File: src/rtl/instr_fetch.sv
// Instruction fetch front end: holds the fetch PC and issues in-order
// requests to instruction memory. Returned words are buffered with their PCs
// and handed to decode over a valid/ready handshake. Redirects flush the
// buffer, and words that were already requested on the wrong path are dropped
// when they come back.
module instr_fetch #(
   parameter logic [31:0] RESET_PC = 32'h0000_0000,
   parameter int unsigned DEPTH    = 2
) (
   input  logic        clk,
   input  logic        rst,
   output logic        imem_req_valid,
   input  logic        imem_req_ready,
   output logic [31:0] imem_addr,
   input  logic        imem_rsp_valid,
   input  logic [31:0] imem_rsp_data,
   input  logic        redirect,
   input  logic [31:0] redirect_pc,
   output logic [31:0] instruction,
   output logic [31:0] instr_pc,
   output logic        instr_valid,
   input  logic        instr_ready,
   output logic        fetch_fault
);

   localparam int unsigned PW = (DEPTH > 1) ? $clog2(DEPTH) : 1;
   localparam int unsigned CW = $clog2(DEPTH + 1);
   localparam logic [CW:0]   DEPTH_C = (CW+1)'(DEPTH);
   localparam logic [PW-1:0] PTR_ONE = PW'(1);
   localparam logic [CW-1:0] CNT_ONE = CW'(1);
   localparam logic [CW-1:0] CNT_ZERO = CW'(0);

   // Architectural state
   logic [31:0]   fetch_pc_q, fetch_pc_d;
   logic [CW-1:0] out_q, out_d;          // requests accepted, response not yet seen
   logic [CW-1:0] disc_q, disc_d;        // wrong-path responses still to drop
   logic          fault_q, fault_d;
   logic [PW-1:0] pcq_wr_q, pcq_wr_d, pcq_rd_q, pcq_rd_d;
   logic [PW-1:0] fifo_wr_q, fifo_wr_d, fifo_rd_q, fifo_rd_d;
   logic [CW-1:0] fifo_cnt_q, fifo_cnt_d;
   logic [31:0]   instr_q, instr_d;
   logic [31:0]   instr_pc_q, instr_pc_d;
   logic          instr_valid_q, instr_valid_d;

   // Storage arrays (data path only, no reset needed)
   logic [31:0] pcq_mem       [DEPTH];
   logic [31:0] fifo_data_mem [DEPTH];
   logic [31:0] fifo_pc_mem   [DEPTH];

   // Handshake qualifiers
   logic [CW:0]   credit_s;
   logic          req_valid_s, accept_s, pop_s, push_s;
   logic [CW-1:0] cnt_after_pop_s;
   logic [PW-1:0] rd_after_pop_s;

   // Request credit and the per-cycle push/pop/accept events
   always_comb begin
      credit_s        = {1'b0, out_q} + {1'b0, fifo_cnt_q};
      req_valid_s     = !rst && !fault_q && !redirect && (credit_s < DEPTH_C);
      accept_s        = req_valid_s && imem_req_ready;
      pop_s           = instr_valid_q && instr_ready;
      push_s          = imem_rsp_valid && (disc_q == CNT_ZERO) && !redirect;
      if (pop_s) begin
         cnt_after_pop_s = fifo_cnt_q - CNT_ONE;
         rd_after_pop_s  = fifo_rd_q + PTR_ONE;
      end else begin
         cnt_after_pop_s = fifo_cnt_q;
         rd_after_pop_s  = fifo_rd_q;
      end
   end

   // Next-state for PC, credit counters, pointers and the registered head
   always_comb begin
      fetch_pc_d    = fetch_pc_q;
      out_d         = out_q;
      disc_d        = disc_q;
      fault_d       = fault_q;
      pcq_wr_d      = pcq_wr_q;
      pcq_rd_d      = pcq_rd_q;
      fifo_wr_d     = fifo_wr_q;
      fifo_rd_d     = fifo_rd_q;
      fifo_cnt_d    = fifo_cnt_q;
      instr_d       = instr_q;
      instr_pc_d    = instr_pc_q;
      instr_valid_d = 1'b0;

      // Fetch PC: redirect target wins, otherwise advance on accept
      if (redirect) begin
         fetch_pc_d = {redirect_pc[31:2], 2'b00};
      end else if (accept_s) begin
         fetch_pc_d = fetch_pc_q + 32'd4;
      end else begin
         fetch_pc_d = fetch_pc_q;
      end

      case ({accept_s, imem_rsp_valid})
         2'b10:   out_d = out_q + CNT_ONE;
         2'b01:   out_d = out_q - CNT_ONE;
         default: out_d = out_q;
      endcase

      if (accept_s) begin
         pcq_wr_d = pcq_wr_q + PTR_ONE;
      end else begin
         pcq_wr_d = pcq_wr_q;
      end
      if (imem_rsp_valid) begin
         pcq_rd_d = pcq_rd_q + PTR_ONE;
      end else begin
         pcq_rd_d = pcq_rd_q;
      end

      // Every word still in flight at a redirect is wrong-path; a response
      // landing in the redirect cycle itself is dropped immediately.
      if (redirect) begin
         disc_d = imem_rsp_valid ? (out_q - CNT_ONE) : out_q;
      end else if (imem_rsp_valid && (disc_q != CNT_ZERO)) begin
         disc_d = disc_q - CNT_ONE;
      end else begin
         disc_d = disc_q;
      end

      if (redirect && (redirect_pc[1:0] != 2'b00)) begin
         fault_d = 1'b1;
      end else begin
         fault_d = fault_q;
      end

      // FIFO bookkeeping and registered head
      if (redirect) begin
         fifo_wr_d     = '0;
         fifo_rd_d     = '0;
         fifo_cnt_d    = CNT_ZERO;
         instr_valid_d = 1'b0;
      end else begin
         fifo_wr_d  = push_s ? (fifo_wr_q + PTR_ONE) : fifo_wr_q;
         fifo_rd_d  = rd_after_pop_s;
         fifo_cnt_d = push_s ? (cnt_after_pop_s + CNT_ONE) : cnt_after_pop_s;
         if (cnt_after_pop_s != CNT_ZERO) begin
            instr_valid_d = 1'b1;
            instr_d       = fifo_data_mem[rd_after_pop_s];
            instr_pc_d    = fifo_pc_mem[rd_after_pop_s];
         end else if (push_s) begin
            // Word lands in an empty buffer: it becomes the new head
            instr_valid_d = 1'b1;
            instr_d       = imem_rsp_data;
            instr_pc_d    = pcq_mem[pcq_rd_q];
         end else begin
            instr_valid_d = 1'b0;
         end
      end
   end

   // State registers with synchronous reset
   always_ff @(posedge clk) begin
      if (rst) begin
         fetch_pc_q    <= RESET_PC;
         out_q         <= CNT_ZERO;
         disc_q        <= CNT_ZERO;
         fault_q       <= 1'b0;
         pcq_wr_q      <= '0;
         pcq_rd_q      <= '0;
         fifo_wr_q     <= '0;
         fifo_rd_q     <= '0;
         fifo_cnt_q    <= CNT_ZERO;
         instr_q       <= 32'h0000_0000;
         instr_pc_q    <= 32'h0000_0000;
         instr_valid_q <= 1'b0;
      end else begin
         fetch_pc_q    <= fetch_pc_d;
         out_q         <= out_d;
         disc_q        <= disc_d;
         fault_q       <= fault_d;
         pcq_wr_q      <= pcq_wr_d;
         pcq_rd_q      <= pcq_rd_d;
         fifo_wr_q     <= fifo_wr_d;
         fifo_rd_q     <= fifo_rd_d;
         fifo_cnt_q    <= fifo_cnt_d;
         instr_q       <= instr_d;
         instr_pc_q    <= instr_pc_d;
         instr_valid_q <= instr_valid_d;
      end
   end

   // Storage writes: in-flight PC queue on accept, buffer on a kept response
   always_ff @(posedge clk) begin
      if (accept_s) begin
         pcq_mem[pcq_wr_q] <= fetch_pc_q;
      end
      if (push_s) begin
         fifo_data_mem[fifo_wr_q] <= imem_rsp_data;
         fifo_pc_mem[fifo_wr_q]   <= pcq_mem[pcq_rd_q];
      end
   end

   assign imem_req_valid = req_valid_s;
   assign imem_addr      = fetch_pc_q;
   assign instruction    = instr_q;
   assign instr_pc       = instr_pc_q;
   assign instr_valid    = instr_valid_q;
   assign fetch_fault    = fault_q;

endmodule

File: config.mk
export PLATFORM = sky130hd
export DESIGN_NAME = instr_fetch
export DESIGN_NICKNAME = d
export VERILOG_FILES = /design/src/rtl/instr_fetch.sv
export SDC_FILE = /design/constraint.sdc
export NUM_CORES = 1
export LEC_CHECK = 0
export BUFFER_PORTS_ARGS = -buffer_cell sky130_fd_sc_hd__buf_2
export CAP_MARGIN = 20
export CORE_UTILIZATION = 45
export CTS_CLUSTER_SIZE = 14
export DETAILED_ROUTE_END_ITERATION = 12
export HOLD_SLACK_MARGIN = 0.1
export PLACE_DENSITY = 0.65
export REMOVE_ABC_BUFFERS = 1
export SYNTH_ARGS = -nofsm -noshare
export SYNTH_HDL_FRONTEND = slang
export SYNTH_SLANG_ARGS = --single-unit
File: constraint.sdc
create_clock -name clk -period 5.2 [get_ports clk]
set_input_delay 0 -clock clk [delete_from_list [all_inputs] [get_ports clk]]
set_output_delay 0 -clock clk [all_outputs]
set_load 0.02 [all_outputs]
==> impl_metrics.json, run 1 <==
{
  "crit_slowest_cell": "or4b_1",
  "crit_type": "reg -> reg",
  "synthToLayoutAreaGrowth_pct": 28.17,
  "diodes": 0,
  "hold_violations": 0,
  "clock_latency_ps": 550,
  "dieHeight_um": 161.0,
  "grt_max_degree": 67,
  "dieWidth_um": 161.0,
  "io_pins": 169,
  "wl_met1_um": 11810,
  "maxSlewViolCount": 0,
  "tritoncts": "done",
  "hold_class": "in -> reg",
  "hold_slack_ps": 188.7,
  "cts_inserted_buffers": 30,
  "drive_gt1_share_pct": 23.47,
  "tightestPinTransition_ps": 984.6,
  "cts_sinks": 289,
  "crit_path_frequent_cell": "dlygate4sd3_1",
  "stdcell_count": 1470,
  "synth_cells": 859,
  "clk_path_buf_depth": 3,
  "via_per_inst": 5.269,
  "grt_usage_pct": 20.01,
  "start_util_pct": 46.35,
  "status": "finished, final reports clean",
  "vdd_drop_max_v": 0.0002599,
  "drc": 0,
  "synth_warnings": 0,
  "synth_seq_area_share_pct": 67.07,
  "globalplace.congestion": 0.8022,
  "critPathLaunchType": "flip-flop",
  "place_ws_ps": 1707,
  "met2WireLength_um": 11980,
  "nFillCells": 1989,
  "synth.area.top_cells": "edfxtp_1, dfxtp_1, mux2i_1",
  "cp_max_fo": 20,
  "fin_ws_ps": 1025,
  "fin_util_pct": 59.41,
  "period_needed_ps": 4175,
  "wl_met3_um": 1697,
  "nets": 1197,
  "synth_seq_cells": 289,
  "yosysTopAreaCellShare_pct": 48.59,
  "setup_viol": 0,
  "dr.first_iter.drc_count": 634,
  "synthFlopType": "edfxtp_1",
  "routedWlPerCell_um": 17.69,
  "grt_pass1_vias": 7461,
  "grt_pass1_wl_um": 40750,
  "syn_area_per_cell_um2": 13.24,
  "max_stage_delay_ps": 730,
  "slew_headroom_pct": 34.36,
  "synth_area_um2": 11370,
  "ant_nets": 0,
  "wl_um": 26000,
  "timing.fmax_mhz": 239.5,
  "post-dp-hpwl_um": 15660,
  "postCtsSetupBuffers": 0,
  "rsz0062_at_grt": "no",
  "power_density_nw_per_um2": 380.2,
  "synth_edf_count": 184,
  "end_kind": "flip-flop",
  "synth_top_area_cell": "edfxtp_1",
  "path_cells": "and2_1, fa_1, or4b_1, nor2_8, inv_2, or3_1, a2bb2oi_1, dlygate4sd3_1, a21oi_1, dlygate4sd3_1",
  "cp.required_ps": 5670,
  "cts.reportedPaths.clkPinSlew_ps": 60,
  "synth_cell_types": 46,
  "grt_antenna_before_repair": 0,
  "maxCapViolCount": 0,
  "synthArstFlopShare_pct": 0,
  "cts_root_buf": "clkbuf_16",
  "firstDrtPassIters": 5,
  "cts_resized": 0,
  "core_region_area_um2": 24530,
  "post-route-period-util_pct": 80.29,
  "critPathTopFamily": "simple AND/OR/NAND/NOR gates",
  "layout_common_cells": "edfxtp_1, buf_2, dfxtp_1, dlygate4sd3_1, nand2_1",
  "cp.arrival_ps": 4640,
  "placedCellCount": 1311,
  "leakagePower_nw": 5.936,
  "fin_setup_tns_ps": 0,
  "fin_skew_ps": 26.66,
  "dieArea_um2": 25910,
  "top_layer": "met4",
  "h-tree-depth": 1,
  "vias": 7745,
  "rows": 57,
  "cp_num_buf_inv": 3,
  "grt-ovfl-total": 0,
  "io_buffers": 164,
  "final_common_cell": "edfxtp_1"
}
## flip-flops by register name, summed over array words and instances, names as in the netlist, 2 cells and up, named ones only
name and flops:
out_q 2, fifo_cnt_q 2, instruction 32, imem_addr 30, pcq_mem 60, fifo_pc_mem 60
instr_pc 30, fifo_data_mem 64, disc_q 2
## layer usage
metal | GRT usage (%) | vias up
met5 | 0 | -
met4 | 5.875 | 0
met3 | 3.313 | 33
met2 | 32.48 | 262
met1 | 27.67 | 3689
li1 | - | 3761
## per-stage QoR
step | power (mW) | instance area [um^2]
2_1_floorplan | 3.163 | 11140
3_3_place_gp | 3.407 | 12530
3_5_place_dp | 3.430 | 12560
4_1_cts | 5.583 | 14580
5_1_grt | 5.768 | 14580
6_report | 5.542 | 14580
## area by class of cell
type	instances	area (um^2)	share of cell area, %
Sequential cell	289	7627	52.33
Tap cell	324	405.4	2.781
Clock buffer	50	927.1	6.361
Clock inverter	6	58.81	0.4035
Inverter	7	26.28	0.1803
Multi-Input combinational cell	512	3546	24.33
Timing Repair Buffer	282	1984	13.61
## synthesized netlist by cell type (all sizes together), types with 3 or more instances
master / instances
edfxtp: 184
dfxtp: 105
nand2: 66
mux2i: 63
nor2: 62
a22o: 61
a21oi: 48
clkbuf: 39
o21ai: 34
mux2: 32
xnor2: 19
buf: 15
nand4: 13
a211oi: 12
nand3: 11
nor4: 11
a31oi: 10
and2: 10
xor2: 10
o22ai: 8
inv: 6
or3: 6
and3: 5
ha: 4
o211ai: 4
a2bb2oi: 3
## power by group
| part | switching, mW | leakage, nW | internal [mW] |
|---|---|---|---|
| Combinational | 0.454 | 2.91 | 0.319 |
| Clock | 0.844 | 0.476 | 1.26 |
| Sequential | 0.0897 | 2.55 | 2.58 |
| Total | 1.39 | 5.94 | 4.15 |
## final timing paths
| check | from | cells after the start | to | slack [ps] |
|---|---|---|---|---|
| min | instr_ready | 5 | fifo_cnt_q[1] | 190 |
| max | out_q[0] | 10 | imem_addr[11] | 1020 |
| min reg2reg | instr_pc[31] | 1 | instr_pc[31] | 470 |
| max reg2reg | out_q[0] | 10 | imem_addr[11] | 1020 |
## what timing repair did
item	4_1_cts	5_1_grt
endpoints found under the hold margin	155	0
endpoints found under the setup margin	0	0
hold buffers	103	0
## cell families after synthesis
group / synth area share, %
buf+inv: 2.332
other cells: 0.03298
fa+ha+maj: 0.6162
xor+xnor: 2.233
compound gates: 10.75
mux: 8.714
simple gates: 8.252
flops: 67.07
## worst min-delay path, delay by kind of cell
kind / cells / cell delay (ps)
compound gates: 1 / 80
xor+xnor: 1 / 170
buf+inv: 1 / 90
simple gates: 2 / 340
Power figures use the tool's default switching activity.
==> run 2: changes to the inputs <==
--- a/config.mk
+++ b/config.mk
@@ -11,7 +11,7 @@
 export CTS_CLUSTER_SIZE = 14
 export DETAILED_ROUTE_END_ITERATION = 12
 export HOLD_SLACK_MARGIN = 0.1
-export PLACE_DENSITY = 0.65
+export PLACE_DENSITY = 0.68
 export REMOVE_ABC_BUFFERS = 1
 export SYNTH_ARGS = -nofsm -noshare
 export SYNTH_HDL_FRONTEND = slang
==> constraint.sdc (replaced) <==
create_clock -name clk -period 3.4 [get_ports clk]
set_input_delay 0 -clock clk [delete_from_list [all_inputs] [get_ports clk]]
set_output_delay 0 -clock clk [all_outputs]
set_load 0.02 [all_outputs]
==> impl_metrics.json, run 2 (synthesis results as in run 1) <==
{
  "status": "finished, final reports clean",
  "post-dp-hpwl_um": 15940,
  "maxCapViolCount": 0,
  "min_path_cells": 2,
  "setup.worst_path.end": "imem_addr[15]",
  "final_common_cell": "edfxtp_1",
  "cp_num_buf_inv": 2,
  "nets": 1196,
  "layout_common_cells": "edfxtp_1, buf_2, dfxtp_1, dlygate4sd3_1, nand2_1",
  "cts.reportedPaths.clkPinSlew_ps": 70,
  "maxSlewViolCount": 0,
  "synthToLayoutAreaGrowth_pct": 28.39,
  "drive_gt1_share_pct": 24.45,
  "cts_root_buf": "clkbuf_16",
  "place_ws_ps": 378.3,
  "h-tree-depth": 1,
  "routedWlPerCell_um": 17.96,
  "worst-path-stages": 9,
  "grt_max_degree": 66,
  "largest_reg_flops": 64,
  "reg2reg_depth": 9,
  "reg2reg_slack_ps": 100,
  "cp.arrival_ps": 3800,
  "critPathTopFamily": "simple AND/OR/NAND/NOR gates",
  "power_density_nw_per_um2": 585.7,
  "firstDrtPassIters": 5,
  "grt_antenna_before_repair": 0,
  "hold_class": "in -> reg",
  "fin_ws_ps": 97.30,
  "io_buffers": 164,
  "diodes": 0,
  "cts_sinks": 289,
  "vdd_drop_max_v": 0.0003211,
  "end_kind": "flip-flop",
  "ant_nets": 0,
  "r2r-end": "imem_addr[15]",
  "dieHeight_um": 161.0,
  "fin_setup_tns_ps": 0,
  "vias": 7835,
  "post-route-period-util_pct": 97.14,
  "slew_headroom_pct": 32.96,
  "tritoncts": "done",
  "cts_inserted_buffers": 30,
  "fin_skew_ps": 21.77,
  "grt_pass1_wl_um": 41950,
  "critPathLaunchType": "flip-flop",
  "drc": 0,
  "nFillCells": 1947,
  "path_cells": "and2_1, fa_1, or4b_4, nor2_8, inv_2, or3_4, a2bb2oi_1, a21oi_1, dlygate4sd3_1",
  "grt-ovfl-total": 0,
  "rows": 57,
  "dieWidth_um": 161.0,
  "clock_latency_ps": 560,
  "reg_top3": "fifo_data_mem (64), fifo_pc_mem (60), pcq_mem (60)",
  "leakagePower_nw": 5.953,
  "dieArea_um2": 25910,
  "period_needed_ps": 3303,
  "finalPower_mw": 8.551,
  "clk_path_buf_depth": 3,
  "postCtsSetupBuffers": 0,
  "crit_slowest_cell": "or4b_4",
  "wl_um": 26390,
  "crit_type": "reg -> reg",
  "cp_max_fo": 20,
  "largest_register": "fifo_data_mem",
  "core_region_area_um2": 24530,
  "dr.first_iter.drc_count": 561,
  "io_pins": 169,
  "max_stage_delay_ps": 590,
  "r2r-start": "out_q[0]",
  "crit_start": "out_q[0]",
  "timing.fmax_mhz": 302.8,
  "grt_pass1_vias": 7868,
  "cp.required_ps": 3900,
  "globalplace.congestion": 0.8395,
  "via_per_inst": 5.334,
  "hold_violations": 0,
  "setup_viol": 0,
  "tightestPinTransition_ps": 1006,
  "grt_usage_pct": 20.48,
  "start_util_pct": 46.35
}
==> run 2: cell count changes in the layout (fill, tap and decap cells not counted), sizes merged <==
cell         before  now
clkinvlp          2    3
buf             179  185
bufinv            1    4
clkbuf           50   33
clkinv            4   17
dlygate4sd3     103   96
==> run 2: timing repair <==
| action | in CTS | in global routing |
|---|---|---|
| hold endpoints to repair | 154 | 0 |
| hold buffers | 96 | 0 |
| setup endpoints to repair | 0 | 1 |
| resized for setup | 0 | 1 |
==> run 2: power by group <==
part | internal [mW] | switching, mW
logic | 0.494 | 0.704
registers | 3.94 | 0.129
clock network | 1.94 | 1.34
==> run 2: layout make-up <==
| class | instances | area [um^2] | share of cell area (%) |
|---|---|---|---|
| clock buffers | 33 | 772.0 | 5.287 |
| repair buffers | 281 | 1989 | 13.63 |
| well taps | 324 | 405.4 | 2.777 |
| inverters | 7 | 26.28 | 0.1800 |
| clock inverters | 23 | 230.2 | 1.577 |
| multi-input cells | 512 | 3550 | 24.31 |
| flip-flops and latches | 289 | 7627 | 52.24 |
==> run 2: how the worst min path moves through the flow <==
stage | startpoint | endpoint | slack, ps
finish | imem_rsp_data[13] | fifo_data_mem[0][13] | 200
global route | imem_rsp_data[29] | fifo_data_mem[0][29] | 190
CTS | imem_rsp_data[10] | fifo_data_mem[1][10] | 160
detailed placement | imem_rsp_data[13] | fifo_data_mem[0][13] | 210
global placement | imem_rsp_data[17] | fifo_data_mem[1][17] | 210
floorplan | rst | disc_q[0] | 70
==> run 2: through the flow <==
stage / area, um^2 / hold WS (ps) / cells / util [%]
after floorplan: 11140 / 69.07 / 808 / -
after global placement: 12630 / 206.8 / 1317 / 51.49
after detailed placement: 12630 / 212.2 / 1317 / 51.49
after CTS: 14600 / 163.3 / 1469 / 59.50
after global routing: 14600 / 189.8 / 1469 / 59.51
final: 14600 / 198.1 / 1469 / 59.51
==> run 2: routing by layer <==
layer  track usage, %  share of wire (%)  vias up
met5                0                  0        -
met4            7.376                3.2        0
met3            3.518                6.8       51
met2            34.01                 47      288
met1            27.04                 43     3734
li1                 -                  -     3762
==> run 2: worst register-to-register path: stages (launching register included) <==
cell and delay, ps:
dfxtp_1 420, and2_1 180, fa_1 470, or4b_4 590
nor2_8 130, inv_2 180, or3_4 450, a2bb2oi_1 140
a21oi_1 130, dlygate4sd3_1 560
